--- config.mk ---
export PLATFORM = sky130hd
export DESIGN_NAME = hazard_interlock
export DESIGN_NICKNAME = d
export VERILOG_FILES = /design/src/rtl/hazard_interlock_pkg.sv /design/src/rtl/hazard_interlock_instr_regs_decode.sv /design/src/rtl/hazard_interlock.sv
export SDC_FILE = /design/constraint.sdc
export NUM_CORES = 1
export LEC_CHECK = 0
export BUFFER_PORTS_ARGS = -buffer_cell sky130_fd_sc_hd__buf_2
export CORE_AREA = 2 2 87 89
export DETAILED_ROUTE_END_ITERATION = 10
export DIE_AREA = 0 0 89 91
export GPL_TIMING_DRIVEN = 0
export HOLD_SLACK_MARGIN = 0.12
export PLACE_DENSITY_LB_ADDON = 0.3
export SETUP_SLACK_MARGIN = 0.02
export SYNTH_ARGS = -nofsm -noshare
export SYNTH_HDL_FRONTEND = slang
export SYNTH_SLANG_ARGS = --single-unit
--- constraint.sdc ---
create_clock -name clock -period 3.4 [get_ports clock]
set_clock_uncertainty 0.2 [all_clocks]
set_input_delay 0.68 -clock clock [delete_from_list [all_inputs] [get_ports clock]]
set_output_delay 0.68 -clock clock [all_outputs]
set_load 0.02 [all_outputs]
--- src/rtl/hazard_interlock_pkg.sv ---
// Shared decode constants, FSM state type and a source-vs-destination match helper.
// Latency: n/a (declarations only).
// Backpressure: n/a.
package hazard_interlock_pkg;

  // Opcodes, instruction bits [31:27]
  localparam logic [4:0] OP_RTYPE = 5'b00000;
  localparam logic [4:0] OP_J     = 5'b00001;
  localparam logic [4:0] OP_BNE   = 5'b00010;
  localparam logic [4:0] OP_JAL   = 5'b00011;
  localparam logic [4:0] OP_JR    = 5'b00100;
  localparam logic [4:0] OP_ADDI  = 5'b00101;
  localparam logic [4:0] OP_BLT   = 5'b00110;
  localparam logic [4:0] OP_SW    = 5'b00111;
  localparam logic [4:0] OP_LW    = 5'b01000;
  localparam logic [4:0] OP_SETX  = 5'b10101;
  localparam logic [4:0] OP_BEX   = 5'b10110;

  // R-type ALU ops, instruction bits [6:2]
  localparam logic [4:0] ALU_MUL  = 5'b00110;
  localparam logic [4:0] ALU_DIV  = 5'b00111;

  // Implicit register operands
  localparam logic [4:0] REG_STATUS = 5'd30;
  localparam logic [4:0] REG_RA     = 5'd31;

  typedef enum logic {
    MD_IDLE = 1'b0,
    MD_BUSY = 1'b1
  } md_state_e;

  // True when either valid source matches a valid destination.
  function automatic logic reads_reg(
    input logic       s1_v,
    input logic [4:0] s1,
    input logic       s2_v,
    input logic [4:0] s2,
    input logic       d_v,
    input logic [4:0] d
  );
    return d_v && ((s1_v && (s1 == d)) || (s2_v && (s2 == d)));
  endfunction

endpackage

--- src/rtl/hazard_interlock_instr_regs_decode.sv ---
// Decodes one instruction register into its destination/source register usage.
// Latency: purely combinational, zero cycles.
// Backpressure: none.
// Ports: ir_i (instruction); dest_valid_o/dest_o, src1_valid_o/src1_o,
//        src2_valid_o/src2_o, is_load_o (lw), is_muldiv_o (R-type mul/div).
module instr_regs_decode
  import hazard_interlock_pkg::*;
(
  input  logic [31:0] ir_i,
  output logic        dest_valid_o,
  output logic [4:0]  dest_o,
  output logic        src1_valid_o,
  output logic [4:0]  src1_o,
  output logic        src2_valid_o,
  output logic [4:0]  src2_o,
  output logic        is_load_o,
  output logic        is_muldiv_o
);

  logic [4:0] opcode, rd, rs, rt, alu_op;
  logic       is_nop;
  logic       d_v, s1_v, s2_v;
  logic [4:0] d, s1, s2;

  assign opcode = ir_i[31:27];
  assign rd     = ir_i[26:22];
  assign rs     = ir_i[21:17];
  assign rt     = ir_i[16:12];
  assign alu_op = ir_i[6:2];
  assign is_nop = (ir_i == 32'd0);

  always_comb begin
    d_v  = 1'b0;
    d    = rd;
    s1_v = 1'b0;
    s1   = rs;
    s2_v = 1'b0;
    s2   = rt;
    if (!is_nop) begin
      case (opcode)
        OP_RTYPE: begin
          d_v  = 1'b1;
          s1_v = 1'b1;
          s2_v = 1'b1;
        end
        OP_ADDI, OP_LW: begin
          d_v  = 1'b1;
          s1_v = 1'b1;
        end
        OP_SETX: begin
          d_v = 1'b1;
          d   = REG_STATUS;
        end
        OP_JAL: begin
          d_v = 1'b1;
          d   = REG_RA;
        end
        // Stores and compares read the rd field as an operand
        OP_SW, OP_BNE, OP_BLT: begin
          s1_v = 1'b1;
          s1   = rd;
          s2_v = 1'b1;
          s2   = rs;
        end
        OP_JR: begin
          s1_v = 1'b1;
          s1   = rd;
        end
        OP_BEX: begin
          s1_v = 1'b1;
          s1   = REG_STATUS;
        end
        default: ;
      endcase
    end
  end

  // r0 is hardwired to zero, so it never carries a dependence.
  assign dest_valid_o = d_v  && (d  != 5'd0);
  assign dest_o       = d;
  assign src1_valid_o = s1_v && (s1 != 5'd0);
  assign src1_o       = s1;
  assign src2_valid_o = s2_v && (s2 != 5'd0);
  assign src2_o       = s2;
  assign is_load_o    = !is_nop && (opcode == OP_LW);
  assign is_muldiv_o  = (opcode == OP_RTYPE) && ((alu_op == ALU_MUL) || (alu_op == ALU_DIV));

endmodule

--- src/rtl/hazard_interlock.sv ---
// Pipeline interlock: RAW/load-use hazard stalls, mult/div issue FSM, stall counter.
// Latency: stall/bubble/start outputs are combinational; counter and timeout flag register on clock.
// Backpressure: md_ready releases the front-end freeze in the same cycle.
// Ports: clock, reset (async active-high); fd/dx/xm/mw_ir pipeline IRs; md_ready in;
//        md_start, freeze_front, stall_fd, bubble_dx, bubble_xm, md_busy, md_timeout, stall_count out.
module hazard_interlock
  import hazard_interlock_pkg::*;
#(
  parameter int FORWARDING = 1,
  parameter int MD_TIMEOUT = 64,
  parameter int CNT_W      = 32
) (
  input  logic             clock,
  input  logic             reset,
  input  logic [31:0]      fd_ir,
  input  logic [31:0]      dx_ir,
  input  logic [31:0]      xm_ir,
  input  logic [31:0]      mw_ir,
  input  logic             md_ready,
  output logic             md_start,
  output logic             freeze_front,
  output logic             stall_fd,
  output logic             bubble_dx,
  output logic             bubble_xm,
  output logic             md_busy,
  output logic             md_timeout,
  output logic [CNT_W-1:0] stall_count
);

  localparam int TMR_W = $clog2(MD_TIMEOUT);
  localparam logic [TMR_W-1:0] TMR_LAST = TMR_W'(MD_TIMEOUT - 1);

  // Per-stage decode
  logic       fd_d_v, fd_s1_v, fd_s2_v, fd_ld, fd_md;
  logic [4:0] fd_d, fd_s1, fd_s2;
  logic       dx_d_v, dx_s1_v, dx_s2_v, dx_ld, dx_md;
  logic [4:0] dx_d, dx_s1, dx_s2;
  logic       xm_d_v, xm_s1_v, xm_s2_v, xm_ld, xm_md;
  logic [4:0] xm_d, xm_s1, xm_s2;
  logic       mw_d_v, mw_s1_v, mw_s2_v, mw_ld, mw_md;
  logic [4:0] mw_d, mw_s1, mw_s2;

  instr_regs_decode u_dec_fd (.ir_i(fd_ir), .dest_valid_o(fd_d_v), .dest_o(fd_d),
    .src1_valid_o(fd_s1_v), .src1_o(fd_s1), .src2_valid_o(fd_s2_v), .src2_o(fd_s2),
    .is_load_o(fd_ld), .is_muldiv_o(fd_md));
  instr_regs_decode u_dec_dx (.ir_i(dx_ir), .dest_valid_o(dx_d_v), .dest_o(dx_d),
    .src1_valid_o(dx_s1_v), .src1_o(dx_s1), .src2_valid_o(dx_s2_v), .src2_o(dx_s2),
    .is_load_o(dx_ld), .is_muldiv_o(dx_md));
  instr_regs_decode u_dec_xm (.ir_i(xm_ir), .dest_valid_o(xm_d_v), .dest_o(xm_d),
    .src1_valid_o(xm_s1_v), .src1_o(xm_s1), .src2_valid_o(xm_s2_v), .src2_o(xm_s2),
    .is_load_o(xm_ld), .is_muldiv_o(xm_md));
  instr_regs_decode u_dec_mw (.ir_i(mw_ir), .dest_valid_o(mw_d_v), .dest_o(mw_d),
    .src1_valid_o(mw_s1_v), .src1_o(mw_s1), .src2_valid_o(mw_s2_v), .src2_o(mw_s2),
    .is_load_o(mw_ld), .is_muldiv_o(mw_md));

  // Decode fields this block has no use for
  logic unused_dec;
  assign unused_dec = ^{fd_d_v, fd_d, fd_ld, fd_md, dx_s1_v, dx_s1, dx_s2_v, dx_s2,
                        xm_s1_v, xm_s1, xm_s2_v, xm_s2, xm_ld, xm_md,
                        mw_s1_v, mw_s1, mw_s2_v, mw_s2, mw_ld, mw_md};

  // Hazard detection
  logic raw_any, load_use, hazard;
  assign raw_any  = reads_reg(fd_s1_v, fd_s1, fd_s2_v, fd_s2, dx_d_v, dx_d)
                  | reads_reg(fd_s1_v, fd_s1, fd_s2_v, fd_s2, xm_d_v, xm_d)
                  | reads_reg(fd_s1_v, fd_s1, fd_s2_v, fd_s2, mw_d_v, mw_d);
  // With forwarding only a load result is too late to bypass into execute.
  assign load_use = dx_ld && reads_reg(fd_s1_v, fd_s1, fd_s2_v, fd_s2, dx_d_v, dx_d);
  assign hazard   = (FORWARDING != 0) ? load_use : raw_any;

  // Mult/div FSM
  md_state_e        state_q, state_d;
  logic [TMR_W-1:0] timer_q, timer_d;
  logic             timeout_q, timeout_d;
  logic [CNT_W-1:0] count_q, count_d;
  logic             md_stall;

  always_comb begin
    state_d   = state_q;
    timer_d   = timer_q;
    timeout_d = timeout_q;
    md_start  = 1'b0;
    md_stall  = 1'b0;
    case (state_q)
      MD_IDLE: begin
        if (dx_md) begin
          md_start = 1'b1;
          md_stall = 1'b1;
          state_d  = MD_BUSY;
          timer_d  = '0;
        end
      end
      MD_BUSY: begin
        // Ready releases the freeze this cycle so the op advances with its result.
        if (md_ready) begin
          state_d = MD_IDLE;
        end else begin
          md_stall = 1'b1;
          if (timer_q == TMR_LAST) begin
            state_d   = MD_IDLE;
            timeout_d = 1'b1;
          end else begin
            timer_d = timer_q + TMR_W'(1);
          end
        end
      end
      default: state_d = MD_IDLE;
    endcase
  end

  // Mult/div freeze dominates: a pending hazard is re-evaluated after release.
  assign stall_fd     = hazard && !md_stall;
  assign bubble_dx    = stall_fd;
  assign freeze_front = md_stall;
  assign bubble_xm    = md_stall;
  assign md_busy      = (state_q == MD_BUSY);
  assign md_timeout   = timeout_q;
  assign stall_count  = count_q;

  always_comb begin
    count_d = count_q;
    if ((stall_fd || md_stall) && (count_q != {CNT_W{1'b1}})) begin
      count_d = count_q + CNT_W'(1);
    end
  end

  always_ff @(posedge clock or posedge reset) begin
    if (reset) begin
      state_q   <= MD_IDLE;
      timer_q   <= '0;
      timeout_q <= 1'b0;
      count_q   <= '0;
    end else begin
      state_q   <= state_d;
      timer_q   <= timer_d;
      timeout_q <= timeout_d;
      count_q   <= count_d;
    end
  end

endmodule
==> out/metrics.yaml <==
status: "finished with violations"
violations: "negative setup slack"
clk_pin_slew_ns: 0.07
layout-drive-gt1-share_pct: 39.4
tightest_slew_ns: 0.845
drt_iter0_markers: 85
post-route-period-util_pct: 110
slowest_stage: "or3b_4"
n_antenna_cell: 0
syn_area_per_cell_um2: 9.19
cts_tree: "built"
setup_viol: 22
cp.arrival_ns: 2.86
worstPathCellList: "buf_8 > or3b_4 > or3_4 > and3_4 > nor4_4 > o2111ai_2 > a221oi_2 > nor2b_4 > buf_6 > buf_6"
slew_violations: 0
path_class: "input port to output pin"
slew_headroom_pct: 43.6
crit_top_cell: "buf_6"
ys_types: 59
cts-htree-levels: 2
rsz0062_at_grt: "true"
post-route-drc-count: 0
async_flop_share_pct: 100
numClockSinks: 40
drt.antenna.violating_nets: 0
cpPeakStageDelay_ns: 0.43
syn_to_final_growth_pct: 33.6
synth_seq_area_share_pct: 36.9
peakVddDrop_mv: 0.188
antenna_found_initial: 0
grt_pass1_vias: 2504
p_per_area_nw_per_um2: 261
yosys_most_used_dff: "dfrtp_1"
fp.dieH_um: 91
multi_input_area_um2: 1790
wl_per_cell_um: 15.0
clockBufferDepth: 2
cts_buffers: 5
yosys-top-cells-count: "dfrtp_1, xor2_1, nor2_1"
ios: 170
num_rows: 31
synth_seq_cells: 40
synth.cell_area_um2: 2710
syn_inst: 295
hold_class: "flip-flop to flip-flop"
syn_nets: 428
regArea_um2: 1000
synth-edff-count: 0
fillers: 698
hpwlAfterDp_um: 5460
routed_wl_um: 7330
io_buffers: 87
synth.area.top_cells: "dfrtp_1, xor2_1, nor4_1, xnor2_1, nand3_1"
cpLargestDelayFamily: "simple AND/OR/NAND/NOR gates"
synth_top_area_share_pct: 36.9
worst_slack_ns: -0.338
overflow: 0
vias: 2629
fmax_mhz: 268
end_kind: "output pin"
holdWs_ns: 0.269
p_leak_nw: 1.74
hold_viol: 0
grt_pass1_wl_um: 12100
grt_usage_pct: 18.6
die_area_um2: 8100
crit_required_ns: 2.52
fin_nets: 524
root_buffer: "clkbuf_8"
yosys.area.top_type: "dfrtp_1"
critPathBufInv: 3
start_kind: "input port"
grt_max_degree: 41
max_cap_viol_count: 0
insertion_delay_ns: 0.29
die_w_um: 89
yosysWarnings: 0
gp_congestion: 0.886
finalPower_uw: 945
critPathMaxFanout: 7
fin_crit_ns: 3.74
viasPerCell: 5.37
initial_core_util_pct: 38.0
place_ws_ns: -0.939
core-area_um2: 7140
yosysMostFrequentCell: "dfrtp_1"
drt_pass1_iterations: 4
## layer usage
metal | track usage [%] | wire (um)
met1 | 24.7 | 3200
met2 | 30.8 | 3560
met3 | 3.82 | 471
met4 | 4.73 | 98
met5 | 0 | 0
## sequential cells by signal, summed over array words and instances, names as in the netlist
| name | cells |
|---|---|
| md_busy | 1 |
| md_timeout | 1 |
| stall_count | 32 |
| timer_q | 6 |
## timing repair
| item | CTS | global route |
|---|---|---|
| hold buffers | 0 | 0 |
| buffers inserted | 2 | 1 |
| gates resized for setup | 23 | 33 |
| pin swaps | 9 | 8 |
| setup endpoints to repair | 32 | 33 |
| cloned | 1 | 1 |
## worst reg2reg max path, cell delays in order, from the launching register on
cell      delay (ns)
dfrtp_1         0.43
nand3_1         0.17
nor2_1          0.20
nand3_2         0.28
or2_2           0.38
clkbuf_1        0.24
nor3_1          0.24
nand2_1         0.09
o21ai_2         0.25
buf_2           0.37
nor2_1          0.10
xor2_1          0.14
## cell usage in the layout (no fill, tap or decap), types with 6 or more instances in the layout
| cell | count |
|---|---|
| inv_1 | 14 |
| nor4_1 | 10 |
| xor2_1 | 26 |
| nand2_1 | 16 |
| buf_2 | 87 |
| nor4_2 | 12 |
| nand3_1 | 18 |
| xnor2_1 | 11 |
| nor3_2 | 7 |
| and3_1 | 6 |
| clkbuf_8 | 6 |
| dfrtp_1 | 40 |
| nor2_1 | 23 |
## power breakdown
| part | switching [mW] | leakage, nW | internal, mW |
|---|---|---|---|
| clock network | 0.166 | 0.0400 | 0.139 |
| registers | 0.00498 | 0.532 | 0.479 |
| logic | 0.0861 | 1.17 | 0.0708 |
| total | 0.257 | 1.74 | 0.689 |
## metrics by stage
step	instance area (um^2)	utilization [%]	TNS (ns)	cells
after floorplan	2740	-	-0.505	295
after global placement	3300	46.2	-19.68	481
after detailed placement	3300	46.2	-20.46	481
after CTS	3460	48.5	-2.26	490
after global routing	3620	50.8	-6.80	490
final	3620	50.8	-3.29	490
## final timing paths
kind,from,endpoint,slack (ns),depth (start not counted)
worst max-delay path,fd_ir[31],stall_fd,-0.34,10
worst min register to register,md_timeout$_DFFE_PP0P_,md_timeout$_DFFE_PP0P_,0.27,1
worst max register to register,stall_count[4]$_DFFE_PP0P_,stall_count[9]$_DFFE_PP0P_,0.20,11
min in group asynchronous,reset,timer_q[3]$_DFFE_PP0P_,0.35,2
worst min-delay path,md_timeout$_DFFE_PP0P_,md_timeout$_DFFE_PP0P_,0.27,1
max in group asynchronous,reset,timer_q[1]$_DFFE_PP0P_,2.11,2
## area by class of cell
type | instances | share of cell area [%]
inverters | 15 | 1.55
clock buffers | 5 | 1.90
multi-input cells | 227 | 49.4
well taps | 99 | 3.42
plain buffers | 10 | 2.04
flip-flops and latches | 40 | 27.6
clock inverters | 2 | 0.345
repair buffers | 92 | 13.7
## cell families (layout without fill, tap and decap cells)
logic type	Yosys count	count (layout)	synth area share (%)
and+or+nand+nor	137	137	30.8
DFF	40	40	36.9
xor gates and xnor gates	37	37	12.0
buffers and inverters	28	124	4.52
AOI/OAI and AO/OA	49	49	14.1
adders and majority gates	2	2	0.923
muxes	2	2	0.784
Note: power is estimated with default switching activity, not from simulation.
